--- src/rtl/uart_pkg.sv ---
// Shared definitions for the UART receive path: receiver FSM states,
// oversampling constants and 8N1 frame geometry.
package uart_pkg;

   // Receiver FSM states
   typedef enum logic [1:0] {
      IDLE,
      START,
      DATA,
      STOP
   } rxState_t;

   // Oversampling: 16 ticks per bit, start bit checked at its middle tick
   localparam int OS_RATE = 16;
   localparam int OS_MID  = 7;

   // 8N1 framing: start + 8 data + stop
   localparam int DATA_BITS  = 8;
   localparam int FRAME_BITS = 10;

endpackage

--- src/rtl/uart_rx_fifo_if.sv ---
// CPU-side bus of the UART receiver: pop strobe, error clear, head byte
// and status flags. The master is the CPU bus logic, the slave the UART.
interface uart_rx_fifo_if;
   import uart_pkg::*;

   logic                 rd;
   logic                 clr_err;
   logic [DATA_BITS-1:0] rd_data;
   logic                 valid;
   logic                 full;
   logic                 frame_err;
   logic                 overrun;

   modport master (
      output rd, clr_err,
      input  rd_data, valid, full, frame_err, overrun
   );

   modport slave (
      input  rd, clr_err,
      output rd_data, valid, full, frame_err, overrun
   );

endinterface

--- src/rtl/rx_fifo.sv ---
// Parameterised synchronous FIFO with show-ahead read: the head entry is
// always visible on rdata while valid is high, and rd advances to the next.
// Pointers carry an extra wrap bit so full and empty fall out of a compare.
module rx_fifo #(
   parameter int DEPTH = 16,
   parameter int WIDTH = 8
) (
   input  logic             clk,
   input  logic             reset,
   input  logic             wr,
   input  logic [WIDTH-1:0] wdata,
   input  logic             rd,
   output logic [WIDTH-1:0] rdata,
   output logic             valid,
   output logic             full
);

   localparam int AW = $clog2(DEPTH);

   logic [WIDTH-1:0] r_mem [DEPTH];
   logic [AW:0]      r_wrPtr;
   logic [AW:0]      r_rdPtr;
   logic             w_valid;
   logic             w_full;
   logic             w_doRd;
   logic             w_doWr;

   assign w_valid = (r_wrPtr != r_rdPtr);
   assign w_full  = (r_wrPtr[AW] != r_rdPtr[AW]) &&
                    (r_wrPtr[AW-1:0] == r_rdPtr[AW-1:0]);

   // A pop on an empty FIFO is ignored; a push into a full FIFO only goes
   // through when a pop frees the head slot in the same cycle.
   assign w_doRd = rd && w_valid;
   assign w_doWr = wr && (!w_full || w_doRd);

   assign valid = w_valid;
   assign full  = w_full;
   assign rdata = w_valid ? r_mem[r_rdPtr[AW-1:0]] : '0;

   // Storage array; contents need no reset because valid masks stale data
   always_ff @(posedge clk) begin
      if (w_doWr) begin
         r_mem[r_wrPtr[AW-1:0]] <= wdata;
      end
   end

   // Read and write pointers advance on accepted pops and pushes
   always_ff @(posedge clk or posedge reset) begin
      if (reset) begin
         r_wrPtr <= '0;
         r_rdPtr <= '0;
      end else begin
         if (w_doWr) begin
            r_wrPtr <= r_wrPtr + 1'b1;
         end
         if (w_doRd) begin
            r_rdPtr <= r_rdPtr + 1'b1;
         end
      end
   end

endmodule

--- src/rtl/uart_rx_fifo.sv ---
// UART 8N1 receive front-end: synchronises the RX pin, recovers frames with
// 16x oversampling, buffers bytes in a show-ahead FIFO and keeps sticky
// framing-error and overrun flags for the status register.
module uart_rx_fifo
   import uart_pkg::*;
#(
   parameter int BAUD_DIV = 78,
   parameter int DEPTH    = 16
) (
   input  logic        clk,
   input  logic        reset,
   input  logic        rx,
   uart_rx_fifo_if.slave bus
);

   localparam int             DIV_W   = $clog2(BAUD_DIV);
   localparam logic [DIV_W-1:0] DIV_LAST = DIV_W'(BAUD_DIV - 1);
   localparam logic [3:0]     OS_LAST = 4'(OS_RATE - 1);
   localparam logic [3:0]     OS_HALF = 4'(OS_MID);
   localparam logic [2:0]     BIT_LAST = 3'(DATA_BITS - 1);

   logic                 r_rxMeta;
   logic                 r_rxS;
   logic [DIV_W-1:0]     r_divCnt;
   logic                 w_tick;

   rxState_t             r_state;
   rxState_t             w_nextState;
   logic [3:0]           r_osCnt;
   logic [3:0]           w_nextOs;
   logic [2:0]           r_bitCnt;
   logic [2:0]           w_nextBit;
   logic [DATA_BITS-1:0] r_shreg;
   logic [DATA_BITS-1:0] w_nextShreg;
   logic                 r_inBreak;
   logic                 w_nextInBreak;
   logic                 w_startDetect;
   logic                 w_push;
   logic                 w_setFrame;
   logic                 w_setOverrun;

   logic                 r_frameErr;
   logic                 r_overrun;
   logic                 w_fifoFull;
   logic                 w_fifoValid;
   logic [DATA_BITS-1:0] w_fifoData;
   logic                 w_canPush;

   assign w_tick = (r_divCnt == DIV_LAST);

   // A full FIFO can still take a byte if the CPU pops in the same cycle
   assign w_canPush = !w_fifoFull || bus.rd;

   // Two-flop synchroniser; idles high so reset never looks like a start bit
   always_ff @(posedge clk or posedge reset) begin
      if (reset) begin
         r_rxMeta <= 1'b1;
         r_rxS    <= 1'b1;
      end else begin
         r_rxMeta <= rx;
         r_rxS    <= r_rxMeta;
      end
   end

   // Oversample tick divider, re-phased to the falling edge of a start bit
   always_ff @(posedge clk or posedge reset) begin
      if (reset) begin
         r_divCnt <= '0;
      end else if (w_startDetect || w_tick) begin
         r_divCnt <= '0;
      end else begin
         r_divCnt <= r_divCnt + 1'b1;
      end
   end

   // Receiver FSM state, counters and shift register
   always_ff @(posedge clk or posedge reset) begin
      if (reset) begin
         r_state   <= IDLE;
         r_osCnt   <= '0;
         r_bitCnt  <= '0;
         r_shreg   <= '0;
         r_inBreak <= 1'b0;
      end else begin
         r_state   <= w_nextState;
         r_osCnt   <= w_nextOs;
         r_bitCnt  <= w_nextBit;
         r_shreg   <= w_nextShreg;
         r_inBreak <= w_nextInBreak;
      end
   end

   // Next-state logic: verify start mid-bit, sample each data bit and the
   // stop bit on the last tick of its window, and sit out line breaks
   always_comb begin
      w_nextState   = r_state;
      w_nextOs      = r_osCnt;
      w_nextBit     = r_bitCnt;
      w_nextShreg   = r_shreg;
      w_nextInBreak = r_inBreak;
      w_startDetect = 1'b0;
      w_push        = 1'b0;
      w_setFrame    = 1'b0;
      w_setOverrun  = 1'b0;

      case (r_state)
         IDLE: begin
            w_nextOs      = '0;
            w_nextInBreak = 1'b0;
            if (!r_rxS) begin
               w_nextState   = START;
               w_startDetect = 1'b1;
            end
         end

         START: begin
            if (w_tick) begin
               if (r_osCnt == OS_HALF) begin
                  if (r_rxS) begin
                     w_nextState = IDLE;
                  end else begin
                     w_nextState = DATA;
                     w_nextOs    = '0;
                     w_nextBit   = '0;
                  end
               end else begin
                  w_nextOs = r_osCnt + 1'b1;
               end
            end
         end

         DATA: begin
            if (w_tick) begin
               w_nextOs = r_osCnt + 1'b1;
               if (r_osCnt == OS_LAST) begin
                  w_nextShreg = {r_rxS, r_shreg[DATA_BITS-1:1]};
                  if (r_bitCnt == BIT_LAST) begin
                     w_nextState = STOP;
                  end else begin
                     w_nextBit = r_bitCnt + 1'b1;
                  end
               end
            end
         end

         STOP: begin
            if (r_inBreak) begin
               if (r_rxS) begin
                  w_nextState   = IDLE;
                  w_nextInBreak = 1'b0;
               end
            end else if (w_tick) begin
               w_nextOs = r_osCnt + 1'b1;
               if (r_osCnt == OS_LAST) begin
                  if (r_rxS) begin
                     w_nextState = IDLE;
                     if (w_canPush) begin
                        w_push = 1'b1;
                     end else begin
                        w_setOverrun = 1'b1;
                     end
                  end else begin
                     w_setFrame    = 1'b1;
                     w_nextInBreak = 1'b1;
                  end
               end
            end
         end

         default: begin
            w_nextState = IDLE;
         end
      endcase
   end

   // Sticky error flags; a new error in the clear cycle keeps the flag set
   always_ff @(posedge clk or posedge reset) begin
      if (reset) begin
         r_frameErr <= 1'b0;
         r_overrun  <= 1'b0;
      end else begin
         if (w_setFrame) begin
            r_frameErr <= 1'b1;
         end else if (bus.clr_err) begin
            r_frameErr <= 1'b0;
         end
         if (w_setOverrun) begin
            r_overrun <= 1'b1;
         end else if (bus.clr_err) begin
            r_overrun <= 1'b0;
         end
      end
   end

   rx_fifo #(
      .DEPTH (DEPTH),
      .WIDTH (DATA_BITS)
   ) u_fifo (
      .clk   (clk),
      .reset (reset),
      .wr    (w_push),
      .wdata (r_shreg),
      .rd    (bus.rd),
      .rdata (w_fifoData),
      .valid (w_fifoValid),
      .full  (w_fifoFull)
   );

   assign bus.rd_data   = w_fifoData;
   assign bus.valid     = w_fifoValid;
   assign bus.full      = w_fifoFull;
   assign bus.frame_err = r_frameErr;
   assign bus.overrun   = r_overrun;

endmodule

--- src/flat_wrapper.sv ---
// flat-port wrapper written by rule: the top's interface ports become plain ports
module uart_rx_fifo_flat import uart_pkg::*;
#(
   parameter int BAUD_DIV = 78,
   parameter int DEPTH    = 16
)
  (clk, reset, rx, bus_rd, bus_clr_err, bus_rd_data, bus_valid, bus_full, bus_frame_err, bus_overrun);
  uart_rx_fifo_if bus_i ();
  input  logic clk;
  input  logic reset;
  input  logic rx;
  input wire logic [$bits(bus_i.rd)-1:0] bus_rd;
  input wire logic [$bits(bus_i.clr_err)-1:0] bus_clr_err;
  output wire logic [$bits(bus_i.rd_data)-1:0] bus_rd_data;
  output wire logic [$bits(bus_i.valid)-1:0] bus_valid;
  output wire logic [$bits(bus_i.full)-1:0] bus_full;
  output wire logic [$bits(bus_i.frame_err)-1:0] bus_frame_err;
  output wire logic [$bits(bus_i.overrun)-1:0] bus_overrun;
  assign bus_i.rd = bus_rd;
  assign bus_i.clr_err = bus_clr_err;
  assign bus_rd_data = bus_i.rd_data;
  assign bus_valid = bus_i.valid;
  assign bus_full = bus_i.full;
  assign bus_frame_err = bus_i.frame_err;
  assign bus_overrun = bus_i.overrun;
  uart_rx_fifo #(.BAUD_DIV(BAUD_DIV), .DEPTH(DEPTH)) u_core (.clk(clk), .reset(reset), .rx(rx), .bus(bus_i));
endmodule
--- config.mk ---
export PLATFORM = sky130hd
export DESIGN_NAME = uart_rx_fifo_flat
export DESIGN_NICKNAME = d
export VERILOG_FILES = /design/src/rtl/uart_pkg.sv /design/src/rtl/uart_rx_fifo_if.sv /design/src/rtl/rx_fifo.sv /design/src/rtl/uart_rx_fifo.sv /design/src/flat_wrapper.sv
export SDC_FILE = /design/constraint.sdc
export NUM_CORES = 1
export LEC_CHECK = 0
export BUFFER_PORTS_ARGS = -buffer_cell sky130_fd_sc_hd__buf_2
export CAP_MARGIN = 10
export CORE_UTILIZATION = 35
export CTS_BUF_LIST = sky130_fd_sc_hd__clkbuf_4 sky130_fd_sc_hd__clkbuf_8
export CTS_CLUSTER_SIZE = 24
export DETAILED_ROUTE_END_ITERATION = 7
export GPL_ROUTABILITY_DRIVEN = 0
export SLEW_MARGIN = 20
export SYNTH_ARGS = -nofsm -noshare
export SYNTH_HDL_FRONTEND = slang
export SYNTH_SLANG_ARGS = --single-unit
--- constraint.sdc ---
create_clock -name clk -period 3.4 [get_ports clk]
set_clock_uncertainty 0.05 [all_clocks]
set_input_delay 0.68 -clock clk [delete_from_list [all_inputs] [get_ports clk]]
set_output_delay 0.68 -clock clk [all_outputs]
set_load 0.01 [all_outputs]
==> results.md <==
- Status: completed
- Min Tclk post-route: 3.13 ns
- Worst rel slew slack: 55.4%
- Setup TNS: 0 ns
- Most used cell, CP: a211oi_1
- Hold slack: 0.261 ns
- Max cap viols: 0
- Sequential element share of the synthesized area: 68.4%
- Worst r2r src: u_core.r_divCnt[1]
- Post-CTS sizing: 0
- CP Cell Sequence: buf_12 > mux4_2 > nor2b_1 > a211oi_1 > a211oi_1 > buf_2
- # Post-CTS Setup Buffers: 0
- Multi-input logic area: 2060 sq um
- Worst Hold End: u_core.r_rxMeta
- Die Span Y: 144 um
- Mapped Cells: 421
- Setup WS post-layout: 0.269 ns
- PortBufs: 16
- Post-synthesis register bit count: 167
- Leakage: 0.00316 uW
- CTS Buffer Depth: 2
- Row count: 51
- Req. time, crit path: 2.67 ns
- # hold bufs at CTS: 0
- Largest net degree at the start of global routing: 40
- Yosys top cell area share: 54.5%
- CP arrival: 2.40 ns
- Number of global-route vias before repair: 3,750
- Leading area contributor after synthesis: edfxtp_1
- Initial Util: 36.0%
- WS Path Type: reg -> out
- All-Layer GR Usage: 14.0%
- Fin. max-slew vios: 0
- Fillers: 1,776
- Delay-heaviest family, CP: flip-flops
- Final Setup Violations: 0
- FF-to-FF path depth: 8
- Largest fanout on the critical path: 26
- Layout area overhead: 11.3%
- Cell Area, Synth: 7050 sq um
- CTS clk-pin slew, worst paths: 0.09 ns
- DRC Markers: 0
- Final HPWL DP: 8.94 mm
- Clk sinks: 167
- Drt wl/cell: 18.4 um
- Inserted Diodes: 0
- Mapped Nets: 441
- H-tree Lvls: 4
- Fin crit share: 92.1%
- Remaining global-route overflow: 0
- Area contributors post-synth: edfxtp_1 54%, dfrtp_1 13%, mux4_2 10%
- DR vias: 3,701
- Max incr delay on CP: 0.54 ns
- Global-route wire length before repair: 20.7 mm
- Final Hold Vio Count: 0
- Mapped Avg Cell Area: 16.8 sq um
- Hold Startpoint: rx
- Net count, final: 465
- CP max-delay cell: dfrtp_2
- Leading cell types in the layout, fill and taps excluded: 128 x edfxtp_1, 36 x dfrtp_1, 32 x mux4_2
- Later-pin clock latency in the skew report: 0.46 ns
- I/O pin cnt: 17
- First-pass iteration count of the detailed router: 4
- Worst Tran Pin Value: 0.670 ns
- Register Area: 4820 sq um
- Initial antenna violation count: 1
- Core area: 19,600 sq um
- Root Buffer: clkbuf_8
- Vias per inst: 5.12
- TritonCTS clock tree: yes
- CP endpoint kind: output pin
- Syn. warnings: 0
- Commonest non-fill, non-tap cell in the layout: edfxtp_1
- Antenna Nets Post-Route: 0
- Setup crit start kind: flop
- Cell Pwr Density: 570 nW/um^2
- HP Class: in -> reg
- 1st-iter DRT viols: 254
- Share of layout cells above drive strength 1: 22.9%
- Count of cell types in the netlist: 44
- Crit path buffers/inverters: 2
- Min-Delay Path Depth: 1
- R2r endpoint: u_core.u_fifo.r_mem[3][6]
- Peak supply drop: 0.278 mV
- TritonCTS buffer count: 17
- Post-Route WL: 13.3 mm
- Achievable frequency: 319 MHz
- Core Util, Final: 40.1%
- Die area: 20,700 sq um
- Width of the die: 144 um
- RSZ-0062 raised after global routing: no
- Reg2Reg Setup Slack: 0.67 ns
- Post-Place Worst Slack: 0.700 ns
## cells in the mapped netlist, drive strengths merged
master	n
o311a	1
xnor2	11
nand2	24
and4bb	1
buf	14
inv	13
a32o	2
mux4	32
clkbuf	6
mux2	9
xor2	8
o21bai	1
nand4	4
a21oi	3
a211oi	16
edfxtp	128
or3	1
o22a	1
o22ai	1
a41oi	1
a21boi	1
o21ai	8
nor4b	1
dfrtp	37
o31ai	1
nand2b	4
dfstp	2
nor3	9
and4	1
nor2	17
a31oi	2
nor2b	10
and2	2
and3	18
mux2i	9
nand3	6
a311oi	1
ha	15
## registers in the layout, indices dropped and copies added, names as in the netlist, named ones only
register and cells:
u_core.bus.frame_err 1, u_core.bus.overrun 1, u_core.r_bitCnt 3, u_core.r_divCnt 7, u_core.r_inBreak 1, u_core.r_osCnt 4, u_core.r_rxMeta 1, u_core.r_rxS 1
u_core.r_shreg 8, u_core.r_state 1, u_core.u_fifo.r_mem 128, u_core.u_fifo.r_rdPtr 5, u_core.u_fifo.r_wrPtr 5
## per-layer routing
layer | share of wire, % | up-vias | global-route usage, % | wire, um
li1 | - | 1671 | - | -
met1 | 45 | 1922 | 17.8 | 5960
met2 | 48 | 95 | 22.9 | 6440
met3 | 5.6 | 11 | 4.40 | 744
met4 | 0.94 | 2 | 3.58 | 125
met5 | 0.068 | - | 0 | 9
## worst reg2reg max path, stage by stage, from the launching register on
cell	delay [ns]
dfrtp_1	0.43
inv_1	0.07
ha_1	0.15
and4bb_4	0.28
and3_4	0.22
o311a_1	0.55
nand2_1	0.18
nor3_1	0.27
buf_4	0.25
## power breakdown
group	internal, uW	leakage (uW)	switching (uW)
combinational	380	0.000981	403
clock	607	0.000189	781
sequential	2200	0.00199	104
total	3190	0.00316	1290
## cells by family after synthesis
kind of cell | after synthesis | share of synthesized area, %
adders and majority gates | 15 | 2.66
AOI/OAI and AO/OA | 39 | 3.87
and+or+nand+nor | 98 | 7.33
xor gates and xnor gates | 19 | 2.47
DFF | 167 | 68.4
buffers and inverters | 33 | 2.38
muxes | 50 | 12.9
## metrics by stage
stage / std cells / total power [uW] / area, sq um
after floorplan: 421 / 2900 / 7050
after detailed placement: 691 / 3150 / 7450
final: 723 / 4480 / 7850
after global routing: 723 / 4680 / 7850
after CTS: 723 / 4530 / 7850
after global placement: 691 / 3150 / 7450
## cell type report
type	instances	area share, %
inverters	13	0.622
repair buffers	25	2.36
well taps	265	4.22
clock inverters	15	2.09
multi-input cells	221	26.3
flip-flops and latches	167	61.4
clock buffers	17	2.98
## worst max-delay path by stage
| stage | startpoint | end | slack, ns | cells past startpoint |
|---|---|---|---|---|
| 3_3_place_gp | u_core.u_fifo.r_rdPtr[0] | bus_rd_data[3] | 0.73 | 6 |
| 3_5_place_dp | u_core.u_fifo.r_rdPtr[0] | bus_rd_data[3] | 0.70 | 6 |
| 4_1_cts | u_core.u_fifo.r_rdPtr[0] | bus_rd_data[3] | 0.20 | 6 |
| 6_report | u_core.u_fifo.r_rdPtr[0] | bus_rd_data[3] | 0.27 | 6 |
| 5_1_grt | u_core.u_fifo.r_rdPtr[0] | bus_rd_data[3] | 0.10 | 6 |
| 2_1_floorplan | u_core.r_divCnt[1] | u_core.u_fifo.r_mem[3][0] | 0.96 | 8 |
No activity file was read; power rests on OpenSTA's default activity.
